### config.mk
export PLATFORM = sky130hd
export DESIGN_NAME = ddr_security_rd_unmask
export DESIGN_NICKNAME = d
export VERILOG_FILES = /design/src/rtl/ddr_security_rd_unmask.sv
export SDC_FILE = /design/constraint.sdc
export NUM_CORES = 1
export LEC_CHECK = 0
export CAP_MARGIN = 10
export CORE_AREA = 8 8 273 275
export DETAILED_ROUTE_END_ITERATION = 10
export DIE_AREA = 0 0 281 283
export HOLD_SLACK_MARGIN = 0.06
export PLACE_DENSITY = 0.7
export SETUP_SLACK_MARGIN = 0.4
export SLEW_MARGIN = 10
export SYNTH_ARGS = -nofsm -noshare
export SYNTH_HDL_FRONTEND = slang
export SYNTH_SLANG_ARGS = --single-unit
### constraint.sdc
create_clock -name clk -period 9.8 [get_ports clk]
set_input_delay 1.96 -clock clk [delete_from_list [all_inputs] [get_ports clk]]
set_output_delay 1.96 -clock clk [all_outputs]
set_load 0.05 [all_outputs]
### src/rtl/ddr_security_rd_unmask.sv
// Read-path security unmask: strips the PRNG mask and AES-stub XOR from returning read beats.
// Optional counter-sequence checker enabled by defining DDR_SEC_RD_CTR_CHECK_EN.
module ddr_security_rd_unmask #(
    parameter int DATA_BYTES  = 16,
    parameter int ENABLE_AES  = 1,
    parameter int ENABLE_MASK = 1
) (
    input  logic                      clk,
    input  logic                      rst_n,
    input  logic                      in_valid,
    output logic                      in_ready,
    input  logic [DATA_BYTES*8-1:0]   in_data,
    input  logic [31:0]               in_ctr,
    input  logic                      in_bypass,
    output logic                      out_valid,
    input  logic                      out_ready,
    output logic [DATA_BYTES*8-1:0]   out_data,
    input  logic [127:0]              aes_key,
    input  logic                      key_valid,
    output logic                      key_ack,
    input  logic [127:0]              mask_seed,
    output logic                      busy,
    output logic                      ctr_err
);

    localparam int DATA_W = DATA_BYTES * 8;
    localparam int MASK_W = (DATA_W > 256) ? DATA_W : 256;

    typedef enum logic [1:0] {
        ST_RUN   = 2'd0,
        ST_DRAIN = 2'd1,
        ST_LOAD  = 2'd2
    } state_t;

    // Mask is built 256 bits wide and zero-extended for data buses wider than that.
    function automatic logic [DATA_W-1:0] mask_fn(input logic [127:0] seed,
                                                  input logic [4:0]   sh);
        logic [255:0]      wide;
        logic [MASK_W-1:0] ext;
        wide = {seed, seed} >> sh;
        ext  = MASK_W'(wide);
        return ext[DATA_W-1:0];
    endfunction

    function automatic logic [DATA_W-1:0] decode_fn(input logic [DATA_W-1:0] data,
                                                    input logic [4:0]        sh,
                                                    input logic              byp,
                                                    input logic [127:0]      seed,
                                                    input logic [127:0]      key);
        logic [DATA_W-1:0] d;
        d = data;
        if (!byp) begin
            if (ENABLE_MASK != 0) d = d ^ mask_fn(seed, sh);
            if (ENABLE_AES != 0)  d[127:0] = d[127:0] ^ key;
        end
        return d;
    endfunction

    state_t              state_q;
    state_t              state_d;
    logic [127:0]        key_q;
    logic                rdy_en_q;

    logic                vld_p1;
    logic [DATA_W-1:0]   data_p1;
    logic [4:0]          sh_p1;
    logic                byp_p1;
    logic [127:0]        seed_p1;

    logic                vld_p2;
    logic [DATA_W-1:0]   data_p2;

    logic                s2_take;
    logic                s2_load;
    logic                in_fire;
    logic                drain_done;

    assign s2_take  = !vld_p2 || out_ready;
    assign s2_load  = vld_p1 && s2_take;
    assign in_ready = rdy_en_q && (state_q == ST_RUN) && (!vld_p1 || s2_take);
    assign in_fire  = in_valid && in_ready;

    assign out_valid = vld_p2;
    assign out_data  = data_p2;
    assign busy      = vld_p1 || vld_p2 || (state_q != ST_RUN);

    // Holds in_ready low while reset is asserted and releases it on the first clock after.
    always_ff @(posedge clk or negedge rst_n) begin
        if (!rst_n) rdy_en_q <= 1'b0;
        else        rdy_en_q <= 1'b1;
    end

    // Stage 1: capture raw beat and its unmask context.
    always_ff @(posedge clk or negedge rst_n) begin
        if (!rst_n)       vld_p1 <= 1'b0;
        else if (in_fire) vld_p1 <= 1'b1;
        else if (s2_load) vld_p1 <= 1'b0;
    end

    always_ff @(posedge clk) begin
        if (in_fire) begin
            data_p1 <= in_data;
            sh_p1   <= in_ctr[4:0];
            byp_p1  <= in_bypass;
            seed_p1 <= mask_seed;
        end
    end

    // Stage 2: decode with the current key into the output register.
    always_ff @(posedge clk or negedge rst_n) begin
        if (!rst_n) begin
            vld_p2  <= 1'b0;
            data_p2 <= '0;
        end else begin
            if (s2_take) vld_p2 <= vld_p1;
            if (s2_load) data_p2 <= decode_fn(data_p1, sh_p1, byp_p1, seed_p1, key_q);
        end
    end

    always_ff @(posedge clk or negedge rst_n) begin
        if (!rst_n) state_q <= ST_RUN;
        else        state_q <= state_d;
    end

    assign drain_done = !vld_p1 && !vld_p2;

    always_comb begin
        state_d = state_q;
        case (state_q)
            ST_RUN:   if (key_valid) state_d = ST_DRAIN;
            ST_DRAIN: begin
                if (!key_valid)      state_d = ST_RUN;
                else if (drain_done) state_d = ST_LOAD;
            end
            ST_LOAD:  state_d = ST_RUN;
            default:  state_d = ST_RUN;
        endcase
    end

    always_comb begin
        key_ack = 1'b0;
        if (state_q == ST_LOAD) key_ack = 1'b1;
    end

    // Key only changes with both stages empty, so no beat sees two keys.
    always_ff @(posedge clk or negedge rst_n) begin
        if (!rst_n)                 key_q <= '0;
        else if (state_q == ST_LOAD) key_q <= aes_key;
    end

`ifdef DDR_SEC_RD_CTR_CHECK_EN
    logic [31:0] exp_ctr;
    logic        ctr_err_q;

    always_ff @(posedge clk or negedge rst_n) begin
        if (!rst_n) begin
            exp_ctr   <= '0;
            ctr_err_q <= 1'b0;
        end else if (in_fire && !in_bypass) begin
            if (in_ctr != exp_ctr) ctr_err_q <= 1'b1;
            exp_ctr <= in_ctr + 32'd1;
        end
    end

    assign ctr_err = ctr_err_q;
`else
    logic ctr_unused;
    assign ctr_unused = ^in_ctr[31:5];
    assign ctr_err    = 1'b0;
`endif

endmodule

---- Word level (Yosys, flattened, before mapping) ----
Index checks and enable logic that the tools add are counted.
word-level totals
  register bits ........................... 523
  latch bits .............................. 0
  memory bits (writable) .................. 0
  bits in read-only memories .............. 0
  bits of input ports ..................... 422
  output and inout bits ................... 133
  logic and storage cells ................. 42
  memories ................................ 0
operators by class
  add/sub/neg operators ................... 0
  multipliers ............................. 0
  div/mod/pow operators ................... 0
  order comparisons ....................... 0
  equality and inequality tests ........... 4
  shift-type cells ........................ 1
  muxes and demuxes ....................... 10
  bitwise operators ....................... 2
  reduce and logical (&&, ||, !) cells .... 15
operators with widths
  cell                                                  count
  2-to-1 mux 128 bit                                    3
  right shift 256 x 5 -> 128 bit                        1
  bitwise XOR 128 bit                                   2
  2-to-1 mux 2 bit                                      3
  logical AND 1 bit                                     5
  logical OR 1 bit                                      4
  case mux 2 bit (2 select lines)                       1
  nonzero test 2 bit                                    2
  2-to-1 mux 1 bit                                      3
  inequality test 3 bit (second input constant)         1
  equality test 2 x 1 -> 1 bit (second input constant)  1
  equality test 2 bit (second input constant)           1
  logical NOT 1 bit                                     2
  logical NOT 2 bit                                     1
  inequality test 2 bit (second input constant)         1
  AND reduction 2 bit                                   1

---- Depth between registers and ports, before layout ----
Gate-level depths: netlist of run 1.
  depth after elaboration ................. 6
  mapped depth ............................ 8
  gate-level depth less buffers ........... 6

---- Worst setup path after synthesis of run 1 ----
OpenSTA, ideal clock, no wires.
  path type ............................... input -> register
  start point ............................. in out_ready
  end point ............................... reg byp_p1 (enable)
  library setup time ...................... 655 ps
  arrival time ............................ 8890 ps
  data required time ...................... 9145 ps
  slack ................................... 255 ps
  cell stages on the path ................. 3
  buffers on the path ..................... 0
  cell sequence ........................... nor2b_1 a21oi_1 and2_1
on the way
  cells in the longest elaborated chain, start to end .. 4
RTL lines
  element               RTL line  RTL
  from (decl)           16        input logic out_ready,
  logical OR 1 bit      78        assign s2_take = !vld_p2 || out_ready;
  logical OR 1 bit      80        assign in_ready = rdy_en_q && (state_q == ST_RUN) && (!vld_p1 || s2_take);
  logical AND 1 bit     80
  via in_ready          11        output logic in_ready,
  logical AND 1 bit     81        assign in_fire = in_valid && in_ready;
  via in_fire           75        logic in_fire;
  to (signal assigned)  104       byp_p1 <= in_bypass;
  to (decl)             67        logic byp_p1;
The timed path passes the listed nets, and every way through them passes these cells.
A chain may end at the register's enable or synchronous reset.

---- Final worst setup path of run 1 ----
  start point ............................. in out_ready
  end point ............................... out in_ready
on the way
  cells in the longest elaborated chain, start to end .. 3
RTL lines
  element            RTL line
  logical OR 1 bit   78
  logical OR 1 bit   80
  logical AND 1 bit  80
  to (decl)          11
Every way passes these cells.

==> results.py, run 1 <==
metrics = {
    "timing": {
        "worst-slew-pin-transition_ns": 1.14,
        "fin_crit_ns": 5.51,
        "tns_ns": 0,
        "hold_viol": 0,
        "rsz0062_at_grt": "false",
        "final.period_utilization_pct": 56.2,
        "slew-limit-headroom_pct": 24.2,
        "whs_ns": 0.526,
        "final.setup_skew_ns": 0.0262,
        "slew_viol_final": 0,
        "fmax_ghz": 0.182,
        "setup_viol": 0,
    },
    "floorplanning": {
        "chipHeight_um": 283,
        "pin_count": 555,
        "die_w_um": 281,
        "initial_utilization_pct": 39.3,
        "fp.dieArea_mm2": 0.0795,
        "core_mm2": 0.0705,
        "std_cell_rows": 98,
    },
    "detailed_routing": {
        "wl_per_cell_um": 26.7,
        "viasPerCell": 5.79,
        "drc": 0,
        "dr_total_vias": 19206,
        "firstDrtPassIters": 5,
        "drtIter0Drc": 1571,
        "postRouteAntennaNets": 0,
        "drt-total-wl_mm": 88.5,
    },
    "critical_path": {
        "path_class": "in2out",
        "critPathCapture": "in_ready",
        "cp.arrival_ns": 3.55,
        "reg2reg_depth": 8,
        "worstSetupStartpoint": "out_ready",
        "critPathMaxFanout": 2,
        "timing.rr.end": "out_data[89]",
        "reg2reg_slack_ns": 5.78,
        "end_kind": "output port",
        "worstReg2RegStart": "sh_p1[3]",
        "worstPathRequired_ns": 7.84,
        "start_kind": "input port",
    },
    "layout": {
        "postLayoutCoreUtil_pct": 50.3,
        "seq_area_mm2": 0.0144,
        "fill_cells": 5901,
        "multi_input_area_mm2": 0.0125,
        "drive_gt1_share_pct": 21.3,
        "areaGrowthSynthToFinish_pct": 27.8,
        "fin_nets": 2719,
    },
    "global_route": {
        "antenna_found_initial": 29,
        "grt_pass1_wl_mm": 132,
        "track_usage_pct": 21.8,
        "grt_pass1_vias": 20301,
        "grt_max_degree": 129,
        "grt_overflow": 0,
    },
    "logic_synthesis": {
        "netlist_area_mm2": 0.0277,
        "syn_avg_cell_area_um2": 15.1,
        "synth_fp_nets": 2257,
        "synthCells": 1835,
        "ys_ff_latch": 523,
        "ys_seq_area_share_pct": 51.9,
        "ys_types": 27,
        "ys_warn_count": 0,
    },
    "place": {
        "io_buffers": 526,
        "dpl.hpwl_mm": 66.5,
        "routabilityCongestion": 0.987,
    },
    "clock_tree": {
        "root_buffer": "clkbuf_16",
        "clock_sinks": 523,
        "cts_buffer_depth": 3,
        "clkTransAtPathRegs_ns": 0.06,
        "post_cts_resized": 0,
        "cts_buffers": 56,
        "worstSkewPairLatency_ns": 0.62,
        "cts_setup_buffers": 0,
        "h-tree-depth": 2,
        "ctsHoldBuffers": 0,
        "cts_tree": "yes",
    },
    "outcome": {
        "status": "finished clean",
    },
    "power_and_ir_drop": {
        "powerDensity_mw_per_mm2": 246,
        "ir_worst_vdd_mv": 0.180,
        "p_leak_nw": 12.7,
    },
    "job": {
        "max_cap_violations": 0,
    },
    "hold_path": {
        "hold_path.class": "reg2reg",
    },
}
## critical path, cell delays in order
cell and delay, ns:
clkdlybuf4s50_1 0.47, nor2b_1 0.06, a21oi_1 0.21, clkdlybuf4s50_1 0.84
## kinds of logic after synthesis
| family | share of synthesized area [%] |
|---|---|
| AND/OR/NAND/NOR | 4.86 |
| buffers and inverters | 3.02 |
| other | 0.0271 |
| multiplexers | 30.8 |
| flip-flops | 51.9 |
| AO/OA/AOI/OAI | 5.26 |
| XOR/XNOR | 4.04 |
## power breakdown
part           switching, mW  total [mW]  internal (mW)  leakage, nW
logic                   1.90        3.25           1.35         6.41
registers              0.405        3.32           2.91         5.42
clock network          0.893        2.14           1.25        0.915
## cell usage in the layout, fill, tap and decap left out, types with 3 or more instances in the layout
| cell | count |
|---|---|
| clkdlybuf4s50_1 | 525 |
| edfxtp_1 | 262 |
| dfrtp_1 | 261 |
| mux4_2 | 251 |
| nor2_1 | 131 |
| xor2_1 | 128 |
| o21ai_0 | 128 |
| or3_1 | 128 |
| a31oi_1 | 128 |
| mux2_2 | 128 |
| mux2i_1 | 117 |
| clkbuf_16 | 59 |
| diode_2 | 20 |
| clkbuf_1 | 18 |
| buf_4 | 18 |
| clkbuf_8 | 12 |
| mux2i_2 | 11 |
| clkinv_2 | 7 |
| mux4_1 | 5 |
| nand2_1 | 3 |
| nand2b_1 | 3 |
## registers in the layout, indices dropped and copies added, names as in the netlist
register / cells
byp_p1: 1
data_p1: 128
key_q: 128
out_data: 128
out_valid: 1
rdy_en_q: 1
seed_p1: 128
sh_p1: 5
state_q: 2
vld_p1: 1
## worst min path at each step
| stage | end | cells past startpoint | from | slack [ns] |
|---|---|---|---|---|
| 2_1_floorplan | state_q[0] | 1 | state_q[0] | 0.46 |
| 3_3_place_gp | key_q[34] | 1 | key_q[34] | 0.51 |
| 3_5_place_dp | key_q[1] | 1 | key_q[1] | 0.52 |
| 4_1_cts | key_q[1] | 1 | key_q[1] | 0.53 |
| 5_1_grt | key_q[63] | 1 | key_q[63] | 0.54 |
| 6_report | key_q[1] | 1 | key_q[1] | 0.53 |
## stage by stage
step | power [mW] | worst slack (ns) | instance area [um^2] | cells
6_report | 8.71 | 4.29 | 35400 | 3315
4_1_cts | 8.79 | 4.28 | 35400 | 3295
3_5_place_dp | 6.62 | 4.28 | 33500 | 3189
2_1_floorplan | 5.42 | 3.14 | 27700 | 1835
5_1_grt | 9.12 | 4.22 | 35400 | 3307
3_3_place_gp | 6.52 | 4.31 | 33500 | 3189
## cell type report
class | count | share of cell area [%]
tap | 950 | 3.35
timing repair buffer | 546 | 15.4
antenna | 20 | 0.141
sequential | 523 | 40.6
clock inverter | 17 | 0.427
multi-input combinational | 1170 | 35.3
clock buffer | 89 | 4.82
## layer usage
metal | vias up | global-route usage [%] | share of wire, %
met5 | - | 0 | 0.12
met4 | 16 | 7.48 | 3.4
met3 | 185 | 6.04 | 9.7
met2 | 1005 | 35.6 | 48
met1 | 9773 | 27.8 | 39
li1 | 8227 | - | -
## cells in the mapped netlist (all sizes together)
master / n / share of area (%)
a21o: 1 / 0.027
a31oi: 128 / 2.9
mux2i: 128 / 4.8
dfrtp: 261 / 24
o21ai: 128 / 2.3
or3: 128 / 2.9
xor2: 128 / 4.0
clkbuf: 96 / 1.3
a21oi: 2 / 0.036
and2: 2 / 0.045
nor2: 131 / 1.8
edfxtp: 262 / 28
buf: 46 / 1.7
nor2b: 2 / 0.045
mux4: 256 / 21
nand2: 3 / 0.041
mux2: 128 / 5.2
nand2b: 3 / 0.068
conb: 2 / 0.027
Power figures use the tool's default switching activity.
==> run 2: changes to the inputs <==
--- a/config.mk
+++ b/config.mk
@@ -10,7 +10,7 @@
 export DETAILED_ROUTE_END_ITERATION = 10
 export DIE_AREA = 0 0 281 283
 export HOLD_SLACK_MARGIN = 0.06
-export PLACE_DENSITY = 0.7
+export PLACE_DENSITY = 0.73
 export SETUP_SLACK_MARGIN = 0.4
 export SLEW_MARGIN = 10
 export SYNTH_ARGS = -nofsm -noshare
==> constraint.sdc (replaced) <==
create_clock -name clk -period 4.65 [get_ports clk]
set_input_delay 0.93 -clock clk [delete_from_list [all_inputs] [get_ports clk]]
set_output_delay 0.93 -clock clk [all_outputs]
set_load 0.05 [all_outputs]
==> run 2 against run 1 <==
Critical path depth did not move. Register-to-register slack got worse by 4.5 ns. Combinational power rose by 110%. Clock power rose by 120%. Core utilization rose by 0.75 points. Setup slack got worse by 3.1 ns. Clock-buffer cell count fell by 21. Sequential power rose by 110%. Die area did not move. Total power rose by 110%. Largest cell class unchanged.
==> results.py, run 2 (same netlist as run 1, synthesis figures left out) <==
metrics = {
    "hold_path": {
        "hold_path.class": "in2async",
    },
    "detailed_routing": {
        "dr_total_vias": 19269,
        "postRouteAntennaNets": 0,
        "viasPerCell": 5.76,
        "wl_per_cell_um": 26.6,
        "drt-total-wl_mm": 88.9,
        "firstDrtPassIters": 5,
        "drtIter0Drc": 1601,
        "drc": 0,
    },
    "floorplanning": {
        "initial_utilization_pct": 39.3,
        "std_cell_rows": 98,
        "pin_count": 555,
        "chipHeight_um": 283,
        "core_mm2": 0.0705,
        "die_w_um": 281,
        "fp.dieArea_mm2": 0.0795,
    },
    "clock_tree": {
        "ctsHoldBuffers": 0,
        "cts_tree": "yes",
        "clkTransAtPathRegs_ns": 0.06,
        "worstSkewPairLatency_ns": 0.60,
        "cts_setup_buffers": 0,
        "root_buffer": "clkbuf_16",
        "h-tree-depth": 2,
        "post_cts_resized": 0,
        "cts_buffers": 57,
        "clock_sinks": 523,
        "cts_buffer_depth": 3,
    },
    "global_route": {
        "track_usage_pct": 21.8,
        "grt_overflow": 0,
        "antenna_found_initial": 19,
        "grt_pass1_vias": 20257,
        "grt_pass1_wl_mm": 131,
        "grt_max_degree": 257,
    },
    "timing": {
        "rsz0062_at_grt": "false",
        "fmax_ghz": 0.286,
        "hold_viol": 0,
        "tns_ns": 0,
        "final.period_utilization_pct": 75.2,
        "fin_crit_ns": 3.50,
        "worst-slew-pin-transition_ns": 1.08,
        "slew_viol_final": 0,
        "slew-limit-headroom_pct": 28.3,
        "whs_ns": 0.425,
        "final.setup_skew_ns": 0.0205,
        "setup_viol": 0,
    },
    "layout": {
        "fin_nets": 2755,
        "instances_no_fill": 3344,
        "layout_common_cells": "clkdlybuf4s50_1 (525), edfxtp_1 (262), dfrtp_1 (261), mux4_2 (251), nor2_1 (131)",
        "final_common_cell": "clkdlybuf4s50_1",
        "drive_gt1_share_pct": 22.7,
        "areaGrowthSynthToFinish_pct": 29.8,
    },
    "job": {
        "max_cap_violations": 0,
    },
    "critical_path": {
        "end_kind": "output port",
        "start_kind": "input port",
        "worstPathRequired_ns": 3.72,
        "cp.arrival_ns": 2.57,
        "path_class": "in2out",
        "critPathMaxFanout": 2,
    },
    "power_and_ir_drop": {
        "ir_worst_vdd_mv": 0.342,
        "powerDensity_mw_per_mm2": 519,
        "p_leak_nw": 13.0,
    },
    "place": {
        "place_inst": 3224,
        "dpl.hpwl_mm": 67.5,
        "routabilityCongestion": 0.996,
        "io_buffers": 526,
    },
    "outcome": {
        "status": "finished clean",
    },
}
[run 2: cell count changes in the layout (fill, tap and decap cells not counted), moves of 3 or more]
| cell | delta |
|---|---|
| buf_12 | +15 |
| buf_4 | +20 |
| bufinv_16 | +8 |
| clkbuf_1 | -9 |
| clkbuf_8 | -11 |
| clkinv_1 | +3 |
| clkinv_2 | +5 |
| clkinvlp_4 | +3 |
| diode_2 | -4 |
[run 2: report_power, final]
group          internal, mW  switching [mW]  total (mW)
clock network          2.85            1.91        4.76
logic                  2.89            4.03        6.91
registers              6.13           0.875        7.01
[run 2: worst paths after layout]
kind / depth (start not counted) / endpoint / slack (ns) / startpoint
hold / removal: 1 / key_q[86] / 0.42 / rst_n
hold reg to reg: 1 / key_q[58] / 0.53 / key_q[58]
setup reg to reg: 7 / out_data[61] / 1.29 / sh_p1[3]
max in group asynchronous: 2 / key_q[1] / 3.23 / rst_n
min in group clk: 1 / key_q[58] / 0.53 / key_q[58]
setup / recovery: 4 / in_ready / 1.15 / out_ready
[run 2: worst max-delay path, stage by stage]
cell	delay, ns
clkdlybuf4s50_1	0.48
nor2b_1	0.06
a21oi_1	0.23
clkdlybuf4s50_1	0.87
[run 2: stage by stage]
stage	utilization [%]	total power [mW]	setup WS, ns	instance area [um^2]
3_5_place_dp	48.2	14.0	1.17	34000
2_1_floorplan	-	11.4	0.407	27700
5_1_grt	51.0	19.5	1.11	36000
3_3_place_gp	48.2	13.8	1.23	34000
6_report	51.0	18.7	1.15	36000
4_1_cts	51.0	18.8	1.13	35900
[run 2: layout make-up]
type | instances | area (um^2)
clock buffers | 68 | 1500
fillers | 5768 | 34500
multi-input cells | 1170 | 12500
repair buffers | 581 | 5900
clock inverters | 36 | 453
flip-flops and latches | 523 | 14400
diodes | 16 | 40.0
well taps | 950 | 1190
[run 2: metal layers]
layer  GRT usage (%)  wire length [um]
met4            7.99              3210
met2            35.1             42600
met3            6.31              8820
met1            27.8             34200
met5               0                46
==> run 3: changes to the inputs <==
--- a/config.mk
+++ b/config.mk
@@ -10,7 +10,7 @@
 export DETAILED_ROUTE_END_ITERATION = 10
 export DIE_AREA = 0 0 281 283
 export HOLD_SLACK_MARGIN = 0.06
-export PLACE_DENSITY = 0.73
+export PLACE_DENSITY = 0.7
 export SETUP_SLACK_MARGIN = 0.4
 export SLEW_MARGIN = 10
 export SYNTH_ARGS = -nofsm -noshare
==> constraint.sdc (replaced) <==
create_clock -name clk -period 3.3 [get_ports clk]
set_input_delay 0.66 -clock clk [delete_from_list [all_inputs] [get_ports clk]]
set_output_delay 0.66 -clock clk [all_outputs]
set_load 0.05 [all_outputs]
==> run 3 against run 2 <==
Total power up 40%. Cell count up 1.7%. Sequential share of layout area down 1.3 points. Clock-buffer cell count up 16. Clock skew up 0.013 ns. Non-clock buffer count up 50. Wire length up 2.0%. Hold slack better by 0.10 ns. Sequential cell count unchanged. Via count up 1.5%. Setup slack worse by 0.72 ns. Combinational power up 46%. Critical endpoint is now out_data[62]. Largest cell class unchanged. Largest power group is now combinational logic.
==> results.py, run 3 (same netlist as run 1, synthesis figures left out) <==
metrics = {
    "detailed_routing": {
        "drtIter0Drc": 1650,
        "drt-total-wl_mm": 90.6,
        "drc": 0,
        "viasPerCell": 5.75,
        "postRouteAntennaNets": 0,
        "dr_total_vias": 19561,
        "firstDrtPassIters": 6,
        "wl_per_cell_um": 26.7,
    },
    "floorplanning": {
        "initial_utilization_pct": 39.3,
        "std_cell_rows": 98,
        "core_mm2": 0.0705,
        "fp.dieArea_mm2": 0.0795,
        "die_w_um": 281,
        "pin_count": 555,
        "chipHeight_um": 283,
    },
    "power_and_ir_drop": {
        "ir_worst_vdd_mv": 0.485,
        "p_leak_nw": 13.2,
        "powerDensity_mw_per_mm2": 704,
    },
    "layout": {
        "fin_area_mm2": 0.0372,
        "fill_cells": 5753,
        "final_common_cell": "clkdlybuf4s50_1",
        "areaGrowthSynthToFinish_pct": 34.2,
        "layout_common_cells": "clkdlybuf4s50_1 (524), edfxtp_1 (262), dfrtp_1 (260), mux4_2 (252), nor2_1 (131)",
        "fin_nets": 2804,
        "drive_gt1_share_pct": 27.4,
    },
    "critical_path": {
        "timing.rr.end": "out_data[62]",
        "end_kind": "flip-flop",
        "worstSetupStartpoint": "sh_p1[1]",
        "worstReg2RegStart": "sh_p1[1]",
        "worstPathRequired_ns": 3.83,
        "critPathMaxFanout": 8,
        "reg2reg_depth": 8,
        "start_kind": "flip-flop",
        "reg2reg_slack_ns": 0.44,
        "cp.arrival_ns": 3.39,
        "path_class": "reg2reg",
    },
    "outcome": {
        "status": "finished clean",
    },
    "global_route": {
        "grt_max_degree": 137,
        "antenna_found_initial": 28,
        "track_usage_pct": 21.8,
        "grt_pass1_vias": 20264,
        "grt_pass1_wl_mm": 132,
        "grt_overflow": 0,
    },
    "timing": {
        "fmax_ghz": 0.349,
        "worst-slew-pin-transition_ns": 0.850,
        "slew_viol_final": 0,
        "slew-limit-headroom_pct": 43.3,
        "setup_viol": 0,
        "final.period_utilization_pct": 86.7,
        "rsz0062_at_grt": "true",
        "setup_slack_ns": 0.438,
        "hold_viol": 0,
        "final.setup_skew_ns": 0.0339,
        "tns_ns": 0,
        "fin_crit_ns": 2.86,
    },
    "job": {
        "max_cap_violations": 0,
    },
    "clock_tree": {
        "clock_sinks": 523,
        "cts_tree": "yes",
        "root_buffer": "clkbuf_16",
        "cts_buffer_depth": 3,
        "cts_buffers": 56,
        "h-tree-depth": 2,
        "worstSkewPairLatency_ns": 0.63,
        "clkTransAtPathRegs_ns": 0.06,
    },
    "place": {
        "dpl.hpwl_mm": 67.8,
        "pre_cts_slack_ns": 0.197,
        "placed_area_mm2": 0.0344,
        "io_buffers": 526,
        "routabilityCongestion": 0.973,
    },
    "hold_path": {
        "whs_path_depth": 1,
        "holdPathEnd": "key_q[21]",
        "hold_path.class": "reg2reg",
        "hold_path_startpoint": "key_q[21]",
    },
}
-- run 3: cell types whose count changed in the layout (fill, tap and decap cells not counted), moves of 4 or more --
cell	previous run	this run
buf_4	38	72
buf_6	0	4
bufinv_16	10	2
clkbuf_1	9	17
clkbuf_16	58	64
clkbuf_8	1	9
clkinv_1	5	1
diode_2	16	20
inv_6	1	6
mux2i_1	117	43
mux2i_2	11	33
mux2i_4	0	52
-- run 3: worst max-delay path: stages (launching register included) --
cell,delay (ns)
edfxtp_1,0.50
buf_12,0.19
buf_4,0.17
mux4_2,0.53
mux2i_2,0.40
mux4_2,0.38
xor2_1,0.09
or3_1,0.32
a31oi_1,0.18
-- run 3: repair_timing --
item | CTS | global route
setup buffers | 0 | 4
gates cloned | 0 | 8
gates resized for setup | 82 | 54
pin swaps | 0 | 2
hold buffers | 1 | 0
setup endpoints to repair | 94 | 113
endpoints found under the hold margin | 25 | 0
-- run 3: worst max path at each step --
stage,end,slack (ns)
after floorplan,byp_p1,-0.11
after global placement,out_data[50],0.25
after detailed placement,out_data[10],0.20
after CTS,out_data[24],0.33
after global routing,out_data[19],0.33
final,out_data[62],0.44
-- run 3: cell type report --
class	instances	area, um^2	share of cell area, %
Sequential cell	523	14400	38.7
Multi-Input combinational cell	1170	13300	35.6
Timing Repair Buffer	631	6480	17.4
Clock buffer	84	1640	4.40
Tap cell	950	1190	3.19
Clock inverter	22	195	0.524
Antenna cell	20	50.0	0.134
-- run 3: report_power, final --
part	leakage (nW)	switching [mW]	internal (mW)
Combinational	6.90	5.77	4.29
Sequential	5.42	1.19	8.64
Clock	0.904	2.70	3.60
Total	13.2	9.67	16.5
-- run 3: layer usage --
metal	vias up	GRT usage (%)	part of all wire [%]
li1	8425	-	-
met1	9894	27.7	38
met2	1031	35.7	48
met3	193	6.54	10
met4	18	7.07	3.4
met5	-	0	0.11
-- run 3: through the flow --
| stage | utilization, % | hold slack, ns | total power, mW | cells |
|---|---|---|---|---|
| finish | 52.8 | 0.527 | 26.2 | 3400 |
| global placement | 48.7 | 0.509 | 19.5 | 3261 |
| CTS | 52.0 | 0.530 | 26.3 | 3368 |
| floorplan | - | 0.364 | 16.1 | 1835 |
| detailed placement | 48.7 | 0.517 | 19.8 | 3261 |
| global route | 52.8 | 0.543 | 27.4 | 3392 |
